[config.mk]
export PLATFORM = sky130hd
export DESIGN_NAME = maker_gpio_fabric
export DESIGN_NICKNAME = d
export VERILOG_FILES = /design/src/rtl/maker_gpio_pkg.sv /design/src/rtl/maker_btn_debounce.sv /design/src/rtl/maker_gpio_fabric.sv
export SDC_FILE = /design/constraint.sdc
export NUM_CORES = 1
export LEC_CHECK = 0
export ABC_AREA = 1
export CORE_ASPECT_RATIO = 0.7
export CORE_MARGIN = 2
export CORE_UTILIZATION = 39
export CTS_CLUSTER_SIZE = 16
export DETAILED_ROUTE_END_ITERATION = 10
export MAX_ROUTING_LAYER = met4
export PLACE_DENSITY = 0.55
export REMOVE_ABC_BUFFERS = 1
export SETUP_SLACK_MARGIN = 0.2
export SLEW_MARGIN = 5
export SYNTH_ARGS = -nofsm -noshare
export SYNTH_HDL_FRONTEND = slang
export SYNTH_HIERARCHICAL = 1
export SYNTH_SLANG_ARGS = --single-unit
export TNS_END_PERCENT = 50
[constraint.sdc]
create_clock -name FAB_CCC_GL0 -period 1.9 [get_ports FAB_CCC_GL0]
set_input_delay 0.285 -clock FAB_CCC_GL0 [delete_from_list [all_inputs] [get_ports FAB_CCC_GL0]]
set_output_delay 0.285 -clock FAB_CCC_GL0 [all_outputs]
set_load 0.005 [all_outputs]
[src/rtl/maker_gpio_pkg.sv]
// maker_gpio_pkg: shared LED mode and chaser direction types for the GPIO fabric
package maker_gpio_pkg;
   typedef enum logic [1:0] {
      MODE_PASS  = 2'b00,
      MODE_PWM   = 2'b01,
      MODE_CHASE = 2'b10,
      MODE_OFF   = 2'b11
   } mode_e;
   typedef enum logic {
      DIR_UP   = 1'b0,
      DIR_DOWN = 1'b1
   } dir_e;
endpackage

[src/rtl/maker_btn_debounce.sv]
// maker_btn_debounce: synchronise and debounce a raw button, emit level and rising-edge pulse
module maker_btn_debounce #(
   parameter int DEB_CYCLES = 50000
) (
   input  logic clk,
   input  logic rst_n,
   input  logic raw,
   output logic level,
   output logic rise
);
   localparam int CW = $clog2(DEB_CYCLES);
   logic [1:0]    sync_q;
   logic [CW-1:0] deb_cnt;
   logic          sync;
   logic          done;
   assign sync = sync_q[1];
   assign done = deb_cnt == CW'(DEB_CYCLES - 1);
   // synchroniser, stability counter and registered level/pulse
   always_ff @(posedge clk or negedge rst_n) begin
      if (!rst_n) begin
         sync_q  <= '0;
         deb_cnt <= '0;
         level   <= 1'b0;
         rise    <= 1'b0;
      end else begin
         sync_q <= {sync_q[0], raw};
         rise   <= sync & ~level & done;
         if (sync == level) deb_cnt <= '0;
         else if (done) begin
            level   <= sync;
            deb_cnt <= '0;
         end else deb_cnt <= deb_cnt + CW'(1);
      end
   end
endmodule

[src/rtl/maker_gpio_fabric.sv]
// maker_gpio_fabric: LED pass/PWM/chaser engine with debounced button for the MSS
module maker_gpio_fabric
   import maker_gpio_pkg::*;
#(
   parameter int N_CH        = 8,
   parameter int PWM_W       = 8,
   parameter int STEP_CYCLES = 1000000,
   parameter int DEB_CYCLES  = 50000
) (
   input  logic                    FAB_CCC_GL0,
   input  logic                    FAB_RESET_N,
   input  logic [N_CH-1:0]         GPIO_M2F,
   input  logic [1:0]              MODE,
   input  logic [PWM_W-1:0]        DUTY,
   input  logic                    GPIO_8_F2M,
   output logic [N_CH-1:0]         LED_OUT,
   output logic                    BTN_LEVEL,
   output logic                    BTN_RISE,
   output logic [$clog2(N_CH)-1:0] CHASE_POS
);
   localparam int PW = $clog2(N_CH);
   localparam int SW = $clog2(STEP_CYCLES);
   mode_e            mode_q;
   dir_e             dir;
   dir_e             dir_eff;
   logic [PWM_W-1:0] pwm_cnt;
   logic [PWM_W-1:0] duty_q;
   logic [SW-1:0]    step_cnt;
   logic             enter;
   logic             tick;
   logic [PW-1:0]    pos_nxt;
   logic [N_CH-1:0]  onehot;
   logic [N_CH-1:0]  led_nxt;
   maker_btn_debounce #(.DEB_CYCLES(DEB_CYCLES)) u_btn (
      .clk   (FAB_CCC_GL0),
      .rst_n (FAB_RESET_N),
      .raw   (GPIO_8_F2M),
      .level (BTN_LEVEL),
      .rise  (BTN_RISE)
   );
   // chaser step decode; a coincident button rise steps in the toggled direction
   always_comb begin
      enter   = (MODE == MODE_CHASE) && (mode_q != MODE_CHASE);
      tick    = (mode_q == MODE_CHASE) && (step_cnt == SW'(STEP_CYCLES - 1));
      dir_eff = BTN_RISE ? dir_e'(~dir) : dir;
      pos_nxt = (dir_eff == DIR_UP) ? ((CHASE_POS == PW'(N_CH - 1)) ? '0 : CHASE_POS + 1'b1)
                                    : ((CHASE_POS == '0) ? PW'(N_CH - 1) : CHASE_POS - 1'b1);
      onehot  = N_CH'(1) << CHASE_POS;
      led_nxt = (mode_q == MODE_PASS)  ? GPIO_M2F :
                (mode_q == MODE_PWM)   ? (GPIO_M2F & {N_CH{pwm_cnt < duty_q}}) :
                (mode_q == MODE_CHASE) ? (GPIO_M2F & onehot) : '0;
   end
   // mode register, free-running PWM counter and period-aligned duty capture
   always_ff @(posedge FAB_CCC_GL0 or negedge FAB_RESET_N) begin
      if (!FAB_RESET_N) begin
         mode_q  <= MODE_PASS;
         pwm_cnt <= '0;
         duty_q  <= '0;
      end else begin
         mode_q  <= mode_e'(MODE);
         pwm_cnt <= pwm_cnt + 1'b1;
         if (pwm_cnt == '1) duty_q <= DUTY;
      end
   end
   // chaser position, step timer and direction; entering chase restarts from 0 going up
   always_ff @(posedge FAB_CCC_GL0 or negedge FAB_RESET_N) begin
      if (!FAB_RESET_N) begin
         CHASE_POS <= '0;
         step_cnt  <= '0;
         dir       <= DIR_UP;
      end else if (enter) begin
         CHASE_POS <= '0;
         step_cnt  <= '0;
         dir       <= DIR_UP;
      end else begin
         dir <= dir_eff;
         if (mode_q == MODE_CHASE) begin
            step_cnt <= tick ? '0 : step_cnt + 1'b1;
            if (tick) CHASE_POS <= pos_nxt;
         end
      end
   end
   // registered LED drive
   always_ff @(posedge FAB_CCC_GL0 or negedge FAB_RESET_N) begin
      if (!FAB_RESET_N) LED_OUT <= '0;
      else LED_OUT <= led_nxt;
   end
endmodule

==> impl_metrics.py <==
metrics = {
    "cts": {
        "clockRootBuffer": "clkbuf_16",
        "clock_latency_ns": 0.33,
        "cts_tree": "built",
        "cts_buffers": 9,
        "clockBufferDepth": 2,
        "clkSinkCount": 70,
        "clk_pin_slew_worst_paths_ns": 0.06,
        "cts_max_level": 3,
    },
    "global_routing": {
        "grt_pass1_vias": 2944,
        "use_met1_pct": 27.2,
        "track_usage_pct": 18.2,
        "antenna_found_initial": 0,
        "grt_max_degree": 52,
        "grt_pass1_wl_um": 14600,
        "grt-busiest-layer": "met1",
        "grt_use_met2_pct": 23.0,
        "use_met3_pct": 5.37,
        "grt_overflow": 0,
    },
    "final_layout": {
        "antenna_cells": 0,
        "final_cells": 668,
        "layout_common_cells": "nand2_1, nor2_1, dfrtp_1, inv_1",
        "area_growth_pct": 23.4,
        "nets": 575,
        "drive_gt1_share_pct": 11.7,
        "mostFrequentLayoutCell": "nand2_1",
        "fin_util_pct": 49.3,
    },
    "synth": {
        "syn_area_per_cell_um2": 8.00,
        "yosysWarnings": 6,
        "synth_area_um2": 3870,
        "syn_inst": 484,
        "ys_ff_latch": 70,
        "ys_seq_area_share_pct": 45.2,
        "synth_cell_type_count": 31,
    },
    "floorplan": {
        "core_um2": 9680,
        "die_y_um": 87.4,
        "std_cell_rows": 30,
        "ios": 34,
        "dieArea_um2": 10800,
        "die_w_um": 123,
        "start_util_pct": 40.0,
    },
    "sta": {
        "relSlewSlack_pct": 70.5,
        "final.setup.worst_slack_ns": 0.276,
        "setup_viol": 0,
        "tns_ns": 0,
        "finalCriticalPeriod_ns": 1.62,
        "fmax_mhz": 616,
        "drv_slew": 0,
        "whs_ns": 0.350,
        "rsz0062_at_grt": "true",
        "worst_pin_slew_ns": 0.439,
        "skew_ns": 0.00516,
        "timing.final.crit_share_pct": 85.5,
        "finalHoldViolations": 0,
    },
    "place": {
        "pre_cts_slack_ns": 0.124,
        "placed_cells": 648,
        "gp_congestion": 0.864,
        "io_buffers": 33,
        "dpl.hpwl_um": 6460,
    },
    "power": {
        "p_per_area_nw_per_um2": 775,
        "p_leak_uw": 0.00221,
        "peakVddDrop_v": 0.000490,
    },
    "setup_path": {
        "path_max_fanout": 6,
        "cp_slowest_stage_delay_ns": 0.39,
        "cp-end-kind": "flip-flop",
        "critPathArrivalTime_ns": 1.84,
        "crit_chain": "ha_2, inv_1, nor3_2, buf_4, nand3_2, nand2_4, buf_4, nor3_1",
        "required_ns": 2.11,
        "critical_path.startpoint_type": "flip-flop",
        "cp_slowest_cell": "dfrtp_1",
        "crit_top_cell": "buf_4",
        "critical_path_class": "reg -> reg",
    },
    "detailed_routing": {
        "totalWireLength_um": 8720,
        "viasPerCell": 4.75,
        "drc": 0,
        "drt_iter0_drc": 201,
        "vias": 3172,
        "wl_per_cell_um": 13.0,
        "drt.antenna.violating_nets": 0,
        "first_pass_iters": 6,
    },
    "outcome": {
        "outcome": "finished, final reports clean",
    },
    "flow_run": {
        "maxCapViolCount": 0,
    },
    "min_path": {
        "hp-class": "reg -> reg",
    },
}
metrics by stage:
stage	power [uW]	cell area, um2
finish	3700	4780
floorplan	1740	3840
global route	3870	4780
detailed placement	1900	4390
CTS	3740	4730
global placement	1890	4390
power by group:
part | internal (uW) | switching [uW]
registers | 1540 | 41.9
logic | 139 | 162
clock network | 1180 | 642
total | 2860 | 846
worst paths after layout:
kind                                            from                         to  slack [ns]  cells past startpoint
hold reg to reg            u_btn/sync_q[0]$_DFF_PN0_  u_btn/sync_q[1]$_DFF_PN0_        0.35                      0
hold / removal             u_btn/sync_q[0]$_DFF_PN0_  u_btn/sync_q[1]$_DFF_PN0_        0.35                      0
setup reg to reg             step_cnt[0]$_DFFE_PN0P_    step_cnt[6]$_DFFE_PN0P_        0.28                      8
min in group asynchronous                FAB_RESET_N       pwm_cnt[2]$_DFF_PN0_        0.36                      2
setup / recovery             step_cnt[0]$_DFFE_PN0P_    step_cnt[6]$_DFFE_PN0P_        0.28                      8
max in group asynchronous                FAB_RESET_N   CHASE_POS[2]$_DFFE_PN0P_        0.96                      3
synthesized netlist by cell type:
cell,instances,area [um2]
a21o_1,1,7.51
a21oi_1,23,115
a31o_2,1,8.76
a31oi_1,4,25.0
buf_2,1,5.00
buf_6,2,22.5
dfrtp_1,70,1750
ha_1,18,225
inv_1,58,218
inv_2,7,26.3
mux2_1,1,11.3
nand2_1,105,394
nand2_2,6,37.5
nand2_4,1,11.3
nand3_1,33,165
nand3_2,3,30.0
nand3_4,1,17.5
nand3b_1,3,22.5
nand4_1,10,62.6
nor2_1,74,278
nor2_2,7,43.8
nor2_4,3,33.8
nor3_1,8,40.0
nor3_4,1,16.3
nor3b_1,1,7.51
o21ai_0,12,60.1
o21ai_1,6,30.0
o21bai_1,2,15.0
o22ai_1,1,6.26
xnor2_1,11,96.3
xor2_1,10,87.6
sequential cells by signal, indices dropped and copies added (netlist names):
name	flops
u_btn/level	1
u_btn/deb_cnt	16
duty_q	8
u_btn/sync_q	2
mode_q	2
step_cnt	20
CHASE_POS	3
pwm_cnt	8
LED_OUT	8
u_btn/rise	1
dir	1
cell families (layout without fill, tap and decap cells):
group / count (synthesis) / count (layout) / share of synthesized area (%)
AOI/OAI and AO/OA: 50 / 50 / 6.92
buffers and inverters: 68 / 124 / 7.01
xor gates and xnor gates: 21 / 21 / 4.75
adders and majority gates: 18 / 18 / 5.82
muxes: 1 / 1 / 0.291
and+or+nand+nor: 256 / 256 / 30.0
DFF: 70 / 70 / 45.2
worst max-delay path: cells and delay by family, from the launching register on:
kind | cells | cell delay [ns]
AND/OR/NAND/NOR | 4 | 0.49
adder cells (fa/ha/maj) | 1 | 0.22
flip-flops | 1 | 0.39
buffers and inverters | 3 | 0.40
cell type report:
type                    instances  area [um2]
well taps                     128         160
clock inverters                 5        83.8
inverters                      65         244
repair buffers                 44         425
clock buffers                  10         239
flip-flops and latches         70        1750
fillers                       928        4910
multi-input cells             346        1870
routing by layer:
| metal | wire length, um | up-vias |
|---|---|---|
| met5 | 0 | - |
| met4 | 119 | 0 |
| met3 | 501 | 13 |
| met2 | 3290 | 63 |
| met1 | 4810 | 1447 |
| li1 | - | 1649 |
repair_timing:
| action | 4_1_cts | 5_1_grt |
|---|---|---|
| hold buffers | 1 | 0 |
| endpoints found under the hold margin | 19 | 0 |
| setup endpoints to repair | 6 | 28 |
| buffers inserted | 0 | 4 |
| resized for setup | 2 | 6 |
| cloned | 0 | 0 |
| pin swaps | 0 | 2 |
No activity file was read; power rests on OpenSTA's default activity.
